<file path="src/rtl/pinwheel_hart_sched.sv">
// Hart scheduler for the pinwheel core.
// Keeps per-hart resume PCs and run state, picks one READY hart per cycle
// round-robin, drives its HPC into stage A, and takes back the next HPC the core
// computes for an in-flight hart. A valid/ready command port starts, stops and
// re-points harts.
//   clock, reset_n   : clock and synchronous active-low reset
//   cmd_valid/ready  : command handshake (cmd_ready is combinational)
//   cmd_op/hart/pc   : 0=START 1=STOP 2=SETPC 3=reserved, target hart, SETPC value
//   ret_valid/hpc    : next HPC returned by the core, hart in ret_hpc[26:24]
//   issue_valid/hpc  : registered issue slot, issue_hpc=0 on a bubble
//   active_mask      : registered, bit h set while hart h is READY or INFLIGHT
//   issue_count      : registered count of non-bubble issues, wraps
`timescale 1ns/1ps
module pinwheel_hart_sched #(
  parameter int unsigned HARTS    = 8,
  parameter logic [31:0] RESET_PC = 32'h0040_0000
) (
  input  logic             clock,
  input  logic             reset_n,
  input  logic             cmd_valid,
  output logic             cmd_ready,
  input  logic [1:0]       cmd_op,
  input  logic [2:0]       cmd_hart,
  input  logic [31:0]      cmd_pc,
  input  logic             ret_valid,
  input  logic [31:0]      ret_hpc,
  output logic             issue_valid,
  output logic [31:0]      issue_hpc,
  output logic [HARTS-1:0] active_mask,
  output logic [31:0]      issue_count
);

  localparam int unsigned IW = (HARTS > 1) ? $clog2(HARTS) : 1;

  typedef enum logic [1:0] {HS_IDLE, HS_READY, HS_INFLIGHT} hart_state_e;
  typedef enum logic [1:0] {OP_START, OP_STOP, OP_SETPC, OP_RSVD} cmd_op_e;

  hart_state_e      state_q [HARTS];
  hart_state_e      state_d [HARTS];
  logic [31:0]      pc_q    [HARTS];
  logic [31:0]      pc_d    [HARTS];
  logic [HARTS-1:0] stop_q, stop_d;
  logic [IW-1:0]    rr_q, rr_d;
  logic [HARTS-1:0] active_d;

  logic [IW-1:0]    cmd_idx, ret_idx, sel_idx, cand;
  logic             cmd_in_range, ret_in_range, ret_hit, sel_found;
  logic             cmd_fire, ret_same;
  cmd_op_e          op;

  // The hart field of a SETPC value is replaced by the target index
  logic unused_cmd_pc_hart;
  assign unused_cmd_pc_hart = ^cmd_pc[26:24];

  // Decode command and return targets; stall START/SETPC on an in-flight hart
  always_comb begin
    op           = cmd_op_e'(cmd_op);
    cmd_idx      = cmd_hart[IW-1:0];
    ret_idx      = ret_hpc[24 +: IW];
    cmd_in_range = 32'(cmd_hart) < HARTS;
    ret_in_range = 32'(ret_hpc[26:24]) < HARTS;
    ret_hit      = ret_valid && ret_in_range && (state_q[ret_idx] == HS_INFLIGHT);
    ret_same     = ret_hit && (ret_idx == cmd_idx);
    cmd_ready    = 1'b1;
    if (cmd_in_range && (state_q[cmd_idx] == HS_INFLIGHT) &&
        ((op == OP_START) || (op == OP_SETPC)))
      cmd_ready = 1'b0;
    cmd_fire     = cmd_valid && cmd_ready && cmd_in_range;
  end

  // Round-robin search starting after the last issued hart
  always_comb begin
    sel_found = 1'b0;
    sel_idx   = '0;
    cand      = '0;
    for (int i = 1; i <= int'(HARTS); i++) begin
      cand = rr_q + IW'(i);
      if (!sel_found && (state_q[cand] == HS_READY)) begin
        sel_found = 1'b1;
        sel_idx   = cand;
      end
    end
  end

  // Next state: issue, return and command all judged on start-of-cycle state
  always_comb begin
    state_d = state_q;
    pc_d    = pc_q;
    stop_d  = stop_q;
    rr_d    = rr_q;

    if (sel_found) begin
      state_d[sel_idx] = HS_INFLIGHT;
      rr_d             = sel_idx;
    end

    if (ret_hit) begin
      stop_d[ret_idx] = 1'b0;
      if (ret_hpc[23:0] == 24'd0) begin
        state_d[ret_idx] = HS_IDLE;
      end else begin
        pc_d[ret_idx] = ret_hpc;
        // A STOP landing in the return cycle is consumed by this return
        if (stop_q[ret_idx] || (cmd_fire && (op == OP_STOP) && ret_same))
          state_d[ret_idx] = HS_IDLE;
        else
          state_d[ret_idx] = HS_READY;
      end
    end

    if (cmd_fire) begin
      case (op)
        OP_START: if (state_q[cmd_idx] == HS_IDLE) state_d[cmd_idx] = HS_READY;
        OP_STOP: begin
          if (state_q[cmd_idx] == HS_READY) begin
            // Being issued this cycle: behaves as a STOP on an in-flight hart
            if (sel_found && (sel_idx == cmd_idx)) stop_d[cmd_idx] = 1'b1;
            else                                   state_d[cmd_idx] = HS_IDLE;
          end else if ((state_q[cmd_idx] == HS_INFLIGHT) && !ret_same) begin
            stop_d[cmd_idx] = 1'b1;
          end
        end
        OP_SETPC: pc_d[cmd_idx] = {cmd_pc[31:27], cmd_hart, cmd_pc[23:0]};
        default: ;
      endcase
    end

    active_d = '0;
    for (int h = 0; h < int'(HARTS); h++)
      active_d[h] = (state_d[h] != HS_IDLE);
  end

  // State and registered outputs
  always_ff @(posedge clock) begin
    if (!reset_n) begin
      for (int h = 0; h < int'(HARTS); h++) begin
        state_q[h] <= (h == 0) ? HS_READY : HS_IDLE;
        pc_q[h]    <= (h == 0) ? RESET_PC : 32'd0;
      end
      stop_q      <= '0;
      rr_q        <= IW'(HARTS - 1);
      issue_valid <= 1'b0;
      issue_hpc   <= 32'd0;
      issue_count <= 32'd0;
      active_mask <= HARTS'(1);
    end else begin
      state_q     <= state_d;
      pc_q        <= pc_d;
      stop_q      <= stop_d;
      rr_q        <= rr_d;
      issue_valid <= sel_found;
      issue_hpc   <= sel_found ? {pc_q[sel_idx][31:27], 3'(sel_idx), pc_q[sel_idx][23:0]}
                               : 32'd0;
      if (sel_found) issue_count <= issue_count + 32'd1;
      active_mask <= active_d;
    end
  end

endmodule

</file>
<file path="config.mk">
export PLATFORM = sky130hd
export DESIGN_NAME = pinwheel_hart_sched
export DESIGN_NICKNAME = d
export VERILOG_FILES = /design/src/rtl/pinwheel_hart_sched.sv
export SDC_FILE = /design/constraint.sdc
export NUM_CORES = 1
export LEC_CHECK = 0
export ABC_AREA = 1
export BUFFER_PORTS_ARGS = -buffer_cell sky130_fd_sc_hd__buf_2
export CORE_MARGIN = 2
export CORE_UTILIZATION = 60
export CTS_CLUSTER_SIZE = 25
export DETAILED_ROUTE_END_ITERATION = 6
export HOLD_SLACK_MARGIN = 0.06
export PLACE_DENSITY_LB_ADDON = 0.05
export SETUP_SLACK_MARGIN = 0.2
export SYNTH_ARGS = -nofsm -noshare
export SYNTH_HDL_FRONTEND = slang
export SYNTH_SLANG_ARGS = --single-unit
</file>
<file path="constraint.sdc">
create_clock -name clock -period 3.9 [get_ports clock]
set_input_delay 0.585 -clock clock [delete_from_list [all_inputs] [get_ports clock]]
set_output_delay 0.585 -clock clock [all_outputs]
set_load 0.005 [all_outputs]
</file>
==> load_flow_metrics.sql, run 1 <==
INSERT INTO impl_metrics (metric_group, metric, value, unit) VALUES
('power', 'power.density_cell_area', '847', 'mW/mm²'),
('final_layout', 'post_layout_nonfiller_instances', '3203', ''),
('clocking', 'clock_tree.htree_level_count', '2', ''),
('timing', 'max_slew_margin', '37.5', '%'),
('worst_hold_path', 'hp-start', 'cmd_pc[22]', ''),
('worst_hold_path', 'timing.hold.worst_path_depth', '3', ''),
('final_layout', 'finish.net_count', '2861', ''),
('final_layout', 'area_growth', '13.8', '%'),
('synthesis', 'synth.lib_cells_used.distinct', '55', ''),
('worst_setup_path', 'crit_path_end_kind', 'flop', ''),
('die', 'initial_utilization', '60.9', '%'),
('timing', 'grt_setup_unrepaired', 'true', ''),
('placement', 'placed_cells', '3130', ''),
('timing', 'slew_violations', '0', ''),
('route', 'antenna_left', '0', ''),
('run_status', 'violations', 'DRC', ''),
('die', 'rows', '63', ''),
('worst_setup_path', 'ff2ff_path_depth', '18', ''),
('timing', 'fmax', '285', 'MHz'),
('worst_setup_path', 'worst_setup_path_start_kind', 'flop', ''),
('synthesis', 'syn-cell-area', '0.0180', 'mm²'),
('clocking', 'number_of_buffers_added_by_the_clock_tree_synthesis_step', '38', ''),
('synthesis', 'yosys_most_used_dff', 'sky130_fd_sc_hd__dfxtp_1', ''),
('worst_setup_path', 'worst_r2r_endpoint', 'issue_hpc[15]', ''),
('power', 'irDropWorstVdd', '1.46', 'mV'),
('clocking', 'numClockSinks', '332', ''),
('timing', 'setup_viol_count_final', '0', ''),
('route', 'total_detailed_routing_wirelength', '63100', 'µm'),
('synthesis', 'syn_inst', '2717', ''),
('synthesis', 'total_of_flip_flops_plus_latches_after_synthesis', '332', ''),
('route', 'drtIter0Drc', '2405', ''),
('route', 'drt_pass1_iterations', '7', ''),
('placement', 'post-place-ws', '0.338', 'ns'),
('worst_setup_path', 'critical_path_required', '4.33', 'ns'),
('clocking', 'tritoncts', 'done', ''),
('timing', 'final.setup.worst_slack', '0.389', 'ns'),
('route', 'avgViaCountPerCell', '6.20', ''),
('synthesis', 'synth_enable_flop_cells', '0', ''),
('worst_hold_path', 'hold_end', 'pc_q[246]', ''),
('synthesis', 'syn_avg_cell_area', '6.64', 'µm²'),
('global_route', 'grt-busiest-layer', 'met2', ''),
('timing', 'finalClockSkew', '0.0292', 'ns'),
('timing', 'hold_violations', '0', ''),
('global_route', 'grt_overflow', '0', ''),
('final_layout', 'most_frequent_cells_in_the_layout', 'sky130_fd_sc_hd__nand2_1 (632), sky130_fd_sc_hd__nor2_1 (527), sky130_fd_sc_hd__dfxtp_1 (331)', ''),
('global_route', 'grt.met2_usage', '63.5', '%'),
('timing', 'setup_total_negative_slack', '0', 'ns'),
('global_route', 'maximum_number_of_pins_on_one_net_before_global_route_repair', '184', ''),
('die', 'floorplan.die_area', '0.0315', 'mm²'),
('placement', 'placement.io_buffers', '143', ''),
('route', 'wl_per_instance', '19.7', 'µm'),
('clocking', 'clock_slew_at_reported_path_ffs', '0.06', 'ns'),
('die', 'die_y', '177', 'µm'),
('worst_setup_path', 'crit_type', 'reg -> reg', ''),
('final_layout', 'antenna_cell_count', '0', ''),
('synthesis', 'synth_nets', '2793', ''),
('route', 'drc_errors', '1', ''),
('worst_setup_path', 'worst_ep_arrival_time', '3.94', 'ns'),
('final_layout', 'post_route_cells_drive_above_1_share', '12.7', '%'),
('final_layout', 'layout.cells.most_common', 'sky130_fd_sc_hd__nand2_1', ''),
('flow_run', 'maxCapViolations', '0', ''),
('synthesis', 'synth-seq-area-share', '36.8', '%'),
('die', 'die_x', '177', 'µm'),
('clocking', 'clock_tree.buffer_depth', '3', ''),
('final_layout', 'utilization', '69.3', '%'),
('synthesis', 'async_flop_share', '0', '%'),
('synthesis', 'ys_warn_count', '0', ''),
('run_status', 'outcome', 'finished with violations', ''),
('clocking', 'clock_tree.root_cell', 'sky130_fd_sc_hd__clkbuf_16', ''),
('global_route', 'antenna_found_initial', '2', ''),
('power', 'p_leak', '0.00875', 'µW');
## cell usage after synthesis (8+ instances only)
cell | count | area, µm²
sky130_fd_sc_hd__nand3_1 | 111 | 556
sky130_fd_sc_hd__xor2_1 | 15 | 131
sky130_fd_sc_hd__buf_1 | 14 | 52.6
sky130_fd_sc_hd__clkinv_1 | 22 | 82.6
sky130_fd_sc_hd__a21oi_1 | 49 | 245
sky130_fd_sc_hd__buf_4 | 8 | 60.1
sky130_fd_sc_hd__nand2_1 | 640 | 2400
sky130_fd_sc_hd__nand4_1 | 23 | 144
sky130_fd_sc_hd__inv_1 | 118 | 443
sky130_fd_sc_hd__clkbuf_1 | 99 | 372
sky130_fd_sc_hd__nor4_1 | 10 | 62.6
sky130_fd_sc_hd__o22ai_1 | 13 | 81.3
sky130_fd_sc_hd__buf_2 | 65 | 325
sky130_fd_sc_hd__nor3_1 | 43 | 215
sky130_fd_sc_hd__nor2_1 | 527 | 1980
sky130_fd_sc_hd__inv_2 | 9 | 33.8
sky130_fd_sc_hd__a211oi_1 | 223 | 1670
sky130_fd_sc_hd__o21a_1 | 8 | 60.1
sky130_fd_sc_hd__a41oi_1 | 27 | 236
sky130_fd_sc_hd__o21ai_0 | 263 | 1320
sky130_fd_sc_hd__nand3_2 | 12 | 120
sky130_fd_sc_hd__dfxtp_1 | 332 | 6650
## stage by stage
stage	power, µW	hold WS (ns)	cell area [µm²]
floorplan	9810	0.447	18000
global placement	13200	0.459	19200
detailed placement	13100	0.468	19200
CTS	16700	0.363	20500
global route	18000	0.390	20500
finish	17400	0.372	20500
## state kept, by name, summed over array words and instances (netlist names)
signal / count
state_q: 16
issue_hpc: 32
pc_q: 232
stop_q: 8
rr_q: 3
issue_count: 32
active_mask: 8
issue_valid: 1
## worst max-delay path: cells and delay by family (launching register included)
family | cells | cell delay, ns
and+or+nand+nor | 11 | 1.52
buffers and inverters | 4 | 0.73
AOI/OAI and AO/OA | 2 | 0.43
DFF | 1 | 0.36
adders and majority gates | 1 | 0.35
## report_power, final
group          switching (µW)  internal [µW]
combinational            7550           2470
sequential                128           3600
clock                    1460           2170
## cell type report
cell class,count,area [µm²],area share [%]
timing repair buffer,219,1530,7.43
inverter,150,573,2.79
tap,390,488,2.38
sequential,332,6650,32.4
clock buffer,57,1140,5.57
multi-input combinational,2044,10000,48.8
clock inverter,11,126,0.616
## cells by family (layout without fill, tap and decap cells)
logic type / Yosys count / in the layout / synth area share [%]
fa+ha+maj: 3 / 3 / 0.208
simple gates: 1404 / 1404 / 32.4
compound gates: 617 / 617 / 21.5
xor+xnor: 20 / 20 / 1.07
buf+inv: 341 / 437 / 7.97
flops: 332 / 332 / 36.8
## repair_timing
action / in CTS / in global routing
buffers inserted: 0 / 5
setup endpoints to repair: 0 / 20
gates resized for setup: 0 / 6
hold buffers: 0 / 0
## metal layers
layer | vias to the layer above | wire length [µm]
met2 | 1256 | 28400
met5 | - | 25
met4 | 4 | 2920
met3 | 245 | 6750
li1 | 9222 | -
met1 | 9125 | 25000
## worst max path at each step
stage | end | slack, ns | depth (start not counted)
floorplan | active_mask[7] | 0.75 | 26
global placement | issue_hpc[3] | 0.35 | 18
detailed placement | pc_q[244] | 0.34 | 14
CTS | issue_hpc[3] | 0.34 | 19
global route | active_mask[4] | 0.16 | 24
finish | issue_hpc[15] | 0.39 | 18
Note: power is estimated with default switching activity, not from simulation.
==> run 2: changes to the inputs <==
- ABC_AREA: 1 -> default
==> run 2 against run 1 <==
The flow now finishes without violations. Final cell count decreased by 29%. Wire length decreased by 19%. Critical endpoint is now active_mask[3]. Setup slack got worse by 0.14 ns.
==> load_flow_metrics.sql, run 2 <==
INSERT INTO impl_metrics (metric_group, metric, value, unit) VALUES
('synthesis', 'synth_nets', '1871', ''),
('synthesis', 'syn_avg_cell_area', '9.54', 'µm²'),
('worst_setup_path', 'worst_setup_path_start_kind', 'flop', ''),
('route', 'avgViaCountPerCell', '6.46', ''),
('final_layout', 'layout.cells.most_common', 'sky130_fd_sc_hd__dfxtp_1', ''),
('synthesis', 'syn_inst', '1795', ''),
('final_layout', 'biggestRegsByFlops', 'pc_q (232), issue_count (32), issue_hpc (32)', ''),
('worst_setup_path', 'setup.reg_to_reg.worst_slack', '0.25', 'ns'),
('synthesis', 'ys_top_cells_by_area', 'sky130_fd_sc_hd__dfxtp_1 (39%), sky130_fd_sc_hd__mux2i_1 (14%), sky130_fd_sc_hd__a211oi_1 (9.9%), sky130_fd_sc_hd__mux4_2 (9.5%), sky130_fd_sc_hd__nor2_1 (6.6%)', ''),
('timing', 'setup_total_negative_slack', '0', 'ns'),
('timing', 'period_minus_slack', '3.65', 'ns'),
('final_layout', 'area_growth', '16.7', '%'),
('timing', 'hold_violations', '0', ''),
('synthesis', 'synth_top_cell_area_share', '38.8', '%'),
('worst_setup_path', 'critical_path.cell_chain', 'inv_4, buf_4, mux2i_1, mux4_2, or3b_4, or4_4, a211oi_4, buf_6, inv_1, o311ai_2, a2bb2oi_2, or2_1', ''),
('route', 'wl_per_instance', '22.4', 'µm'),
('synthesis', 'synth_enable_flop_cells', '0', ''),
('final_layout', 'finish.net_count', '1946', ''),
('power', 'irDropWorstVdd', '0.679', 'mV'),
('clocking', 'numClockSinks', '332', ''),
('worst_setup_path', 'worst_path_max_delay_cell', 'sky130_fd_sc_hd__or4_4', ''),
('placement', 'finalWeightedCongestion', '0.938', ''),
('timing', 'max_slew_margin', '47.7', '%'),
('timing', 'grt_setup_unrepaired', 'false', ''),
('placement', 'placement.io_buffers', '143', ''),
('synthesis', 'synth.lib_cells_used.distinct', '74', ''),
('final_layout', 'regMostFlops', 'pc_q', ''),
('timing', 'finalClockSkew', '0.0200', 'ns'),
('clocking', 'tritoncts', 'done', ''),
('timing', 'final.setup.worst_slack', '0.253', 'ns'),
('route', 'routed-via-count', '14700', ''),
('die', 'num_io_pins', '147', ''),
('die', 'rows', '61', ''),
('route', 'drtIter0Drc', '1531', ''),
('power', 'power.density_cell_area', '657', 'mW/mm²'),
('timing', 'worst_pin_slew', '0.783', 'ns'),
('final_layout', 'post_route_cells_drive_above_1_share', '22.3', '%'),
('clocking', 'post_cts_hold_buffer_count', '0', ''),
('synthesis', 'synth_commonest_cells', 'sky130_fd_sc_hd__dfxtp_1 (332), sky130_fd_sc_hd__nor2_1 (303), sky130_fd_sc_hd__mux2i_1 (243)', ''),
('placement', 'post-place-ws', '0.0683', 'ns'),
('synthesis', 'post-synth-top-count-cell', 'sky130_fd_sc_hd__dfxtp_1', ''),
('global_route', 'antenna_found_initial', '2', ''),
('worst_setup_path', 'critical_path_required', '4.30', 'ns'),
('run_status', 'outcome', 'finished clean', ''),
('worst_setup_path', 'crit_type', 'reg -> reg', ''),
('worst_setup_path', 'r2r-start', 'rr_q[0]', ''),
('global_route', 'grt_overflow', '0', ''),
('worst_hold_path', 'timing.hold.worst_path_depth', '2', ''),
('global_route', 'track_usage', '32.3', '%'),
('route', 'total_detailed_routing_wirelength', '50900', 'µm'),
('flow_run', 'maxCapViolations', '0', ''),
('route', 'drc_errors', '0', ''),
('placement', 'dpl.hpwl', '29600', 'µm'),
('worst_setup_path', 'worst_path_dominant_cell_family', 'simple AND/OR/NAND/NOR gates', ''),
('synthesis', 'ys_warn_count', '0', ''),
('die', 'floorplan.die_area', '0.0299', 'mm²'),
('clocking', 'clock_tree.root_cell', 'sky130_fd_sc_hd__clkbuf_16', ''),
('route', 'antenna_left', '0', ''),
('worst_setup_path', 'worst_ep_arrival_time', '4.05', 'ns'),
('clocking', 'number_of_buffers_added_by_the_clock_tree_synthesis_step', '38', ''),
('die', 'die_y', '173', 'µm'),
('timing', 'setup_viol_count_final', '0', ''),
('worst_setup_path', 'crit_path_end_kind', 'flop', ''),
('die', 'initial_utilization', '61.3', '%'),
('route', 'drt_pass1_iterations', '7', ''),
('worst_setup_path', 'critPathBufInv', '4', ''),
('die', 'die_x', '173', 'µm'),
('timing', 'fmax', '274', 'MHz'),
('final_layout', 'largest_register_ff_count', '232', ''),
('synthesis', 'async_flop_share', '0', '%'),
('worst_hold_path', 'worst_hold_path_type', 'in -> reg', ''),
('worst_hold_path', 'hold_end', 'pc_q[246]', ''),
('placement', 'placed_cell_area', '0.0184', 'mm²'),
('clocking', 'clock_tree.buffer_depth', '3', ''),
('worst_setup_path', 'worst_r2r_endpoint', 'active_mask[3]', ''),
('global_route', 'grt_pass1_vias', '14100', ''),
('synthesis', 'total_of_flip_flops_plus_latches_after_synthesis', '332', ''),
('die', 'core', '0.0279', 'mm²'),
('worst_setup_path', 'ff2ff_path_depth', '12', ''),
('synthesis', 'area_leader_netlist', 'sky130_fd_sc_hd__dfxtp_1', ''),
('worst_setup_path', 'critical_path_peak_fanout', '9', ''),
('synthesis', 'synth-seq-area-share', '38.8', '%'),
('synthesis', 'syn-cell-area', '0.0171', 'mm²'),
('clocking', 'clock_tree.htree_level_count', '2', ''),
('final_layout', 'finalInstanceArea', '0.0200', 'mm²'),
('final_layout', 'most_frequent_cells_in_the_layout', 'sky130_fd_sc_hd__dfxtp_1 (330), sky130_fd_sc_hd__nor2_1 (292), sky130_fd_sc_hd__mux2i_1 (243)', ''),
('timing', 'timing.final.crit_share', '93.5', '%'),
('worst_setup_path', 'critical-path-max-stage-delay', '0.53', 'ns'),
('clocking', 'clock_slew_at_reported_path_ffs', '0.06', 'ns'),
('timing', 'slew_violations', '0', ''),
('global_route', 'wire_length_of_the_first_global_routing_pass', '77900', 'µm'),
('final_layout', 'fillCellCount', '2212', ''),
('global_route', 'maximum_number_of_pins_on_one_net_before_global_route_repair', '102', ''),
('worst_hold_path', 'hp-start', 'reset_n', ''),
('power', 'p_leak', '0.00718', 'µW'),
('clocking', 'worst_skew_pair.late_latency', '0.53', 'ns'),
('synthesis', 'yosys_most_used_dff', 'sky130_fd_sc_hd__dfxtp_1', '');
==> run 2: power by group <==
group / total (µW) / internal, µW / switching [µW]
Combinational: 5900 / 2710 / 3190
Sequential: 3700 / 3580 / 119
Clock: 3520 / 2100 / 1420
Total: 13100 / 8400 / 4730
==> run 2: area by class of cell <==
cell class                 instances  area, µm²  area share (%)
clock buffer                      56       1110            5.55
antenna                            3       7.51          0.0376
sequential                       332       6650            33.3
multi-input combinational       1238       9700            48.6
clock inverter                    12        128           0.639
inverter                          22       92.6           0.463
timing repair buffer             238       1820            9.12
tap                              378        473            2.37
==> run 2: cell families (layout without fill, tap and decap cells) <==
family	Yosys count	in the layout	synth area share, %
buf+inv	226	328	5.69
other cells	0	3	0
compound gates	364	364	16.2
simple gates	517	518	13.4
flops	332	332	38.8
xor+xnor	33	33	1.69
fa+ha+maj	3	3	0.219
mux	320	320	24.0
==> run 2: stage by stage <==
stage / hold WS [ns] / cells / utilization, % / power, µW
global route: 0.376 / 2276 / 71.5 / 13600
floorplan: 0.440 / 1795 / - / 7120
finish: 0.368 / 2279 / 71.5 / 13100
global placement: 0.449 / 2186 / 65.9 / 8510
detailed placement: 0.455 / 2186 / 65.9 / 8550
CTS: 0.357 / 2258 / 70.5 / 12200
==> run 2: what timing repair did <==
action	in CTS	in global routing
setup endpoints to repair	35	48
pin swaps	4	8
gates resized for setup	6	13
gates cloned	0	5
setup buffers	4	13
==> run 2: worst max-delay path by stage <==
stage                       start              to  depth (start not counted)
after floorplan           rr_q[0]   issue_hpc[28]                         14
after global placement    rr_q[0]       stop_q[4]                         11
after detailed placement  rr_q[1]  active_mask[0]                         12
after CTS                 rr_q[1]       stop_q[4]                         12
after global routing      rr_q[0]  active_mask[3]                         12
final                     rr_q[0]  active_mask[3]                         12
==> run 2: per-layer routing <==
metal  share of wire (%)  track usage (%)
met3                 8.6             5.87
met5               0.029                0
met1                  42             43.2
met4                 3.2             13.1
met2                  46             51.9
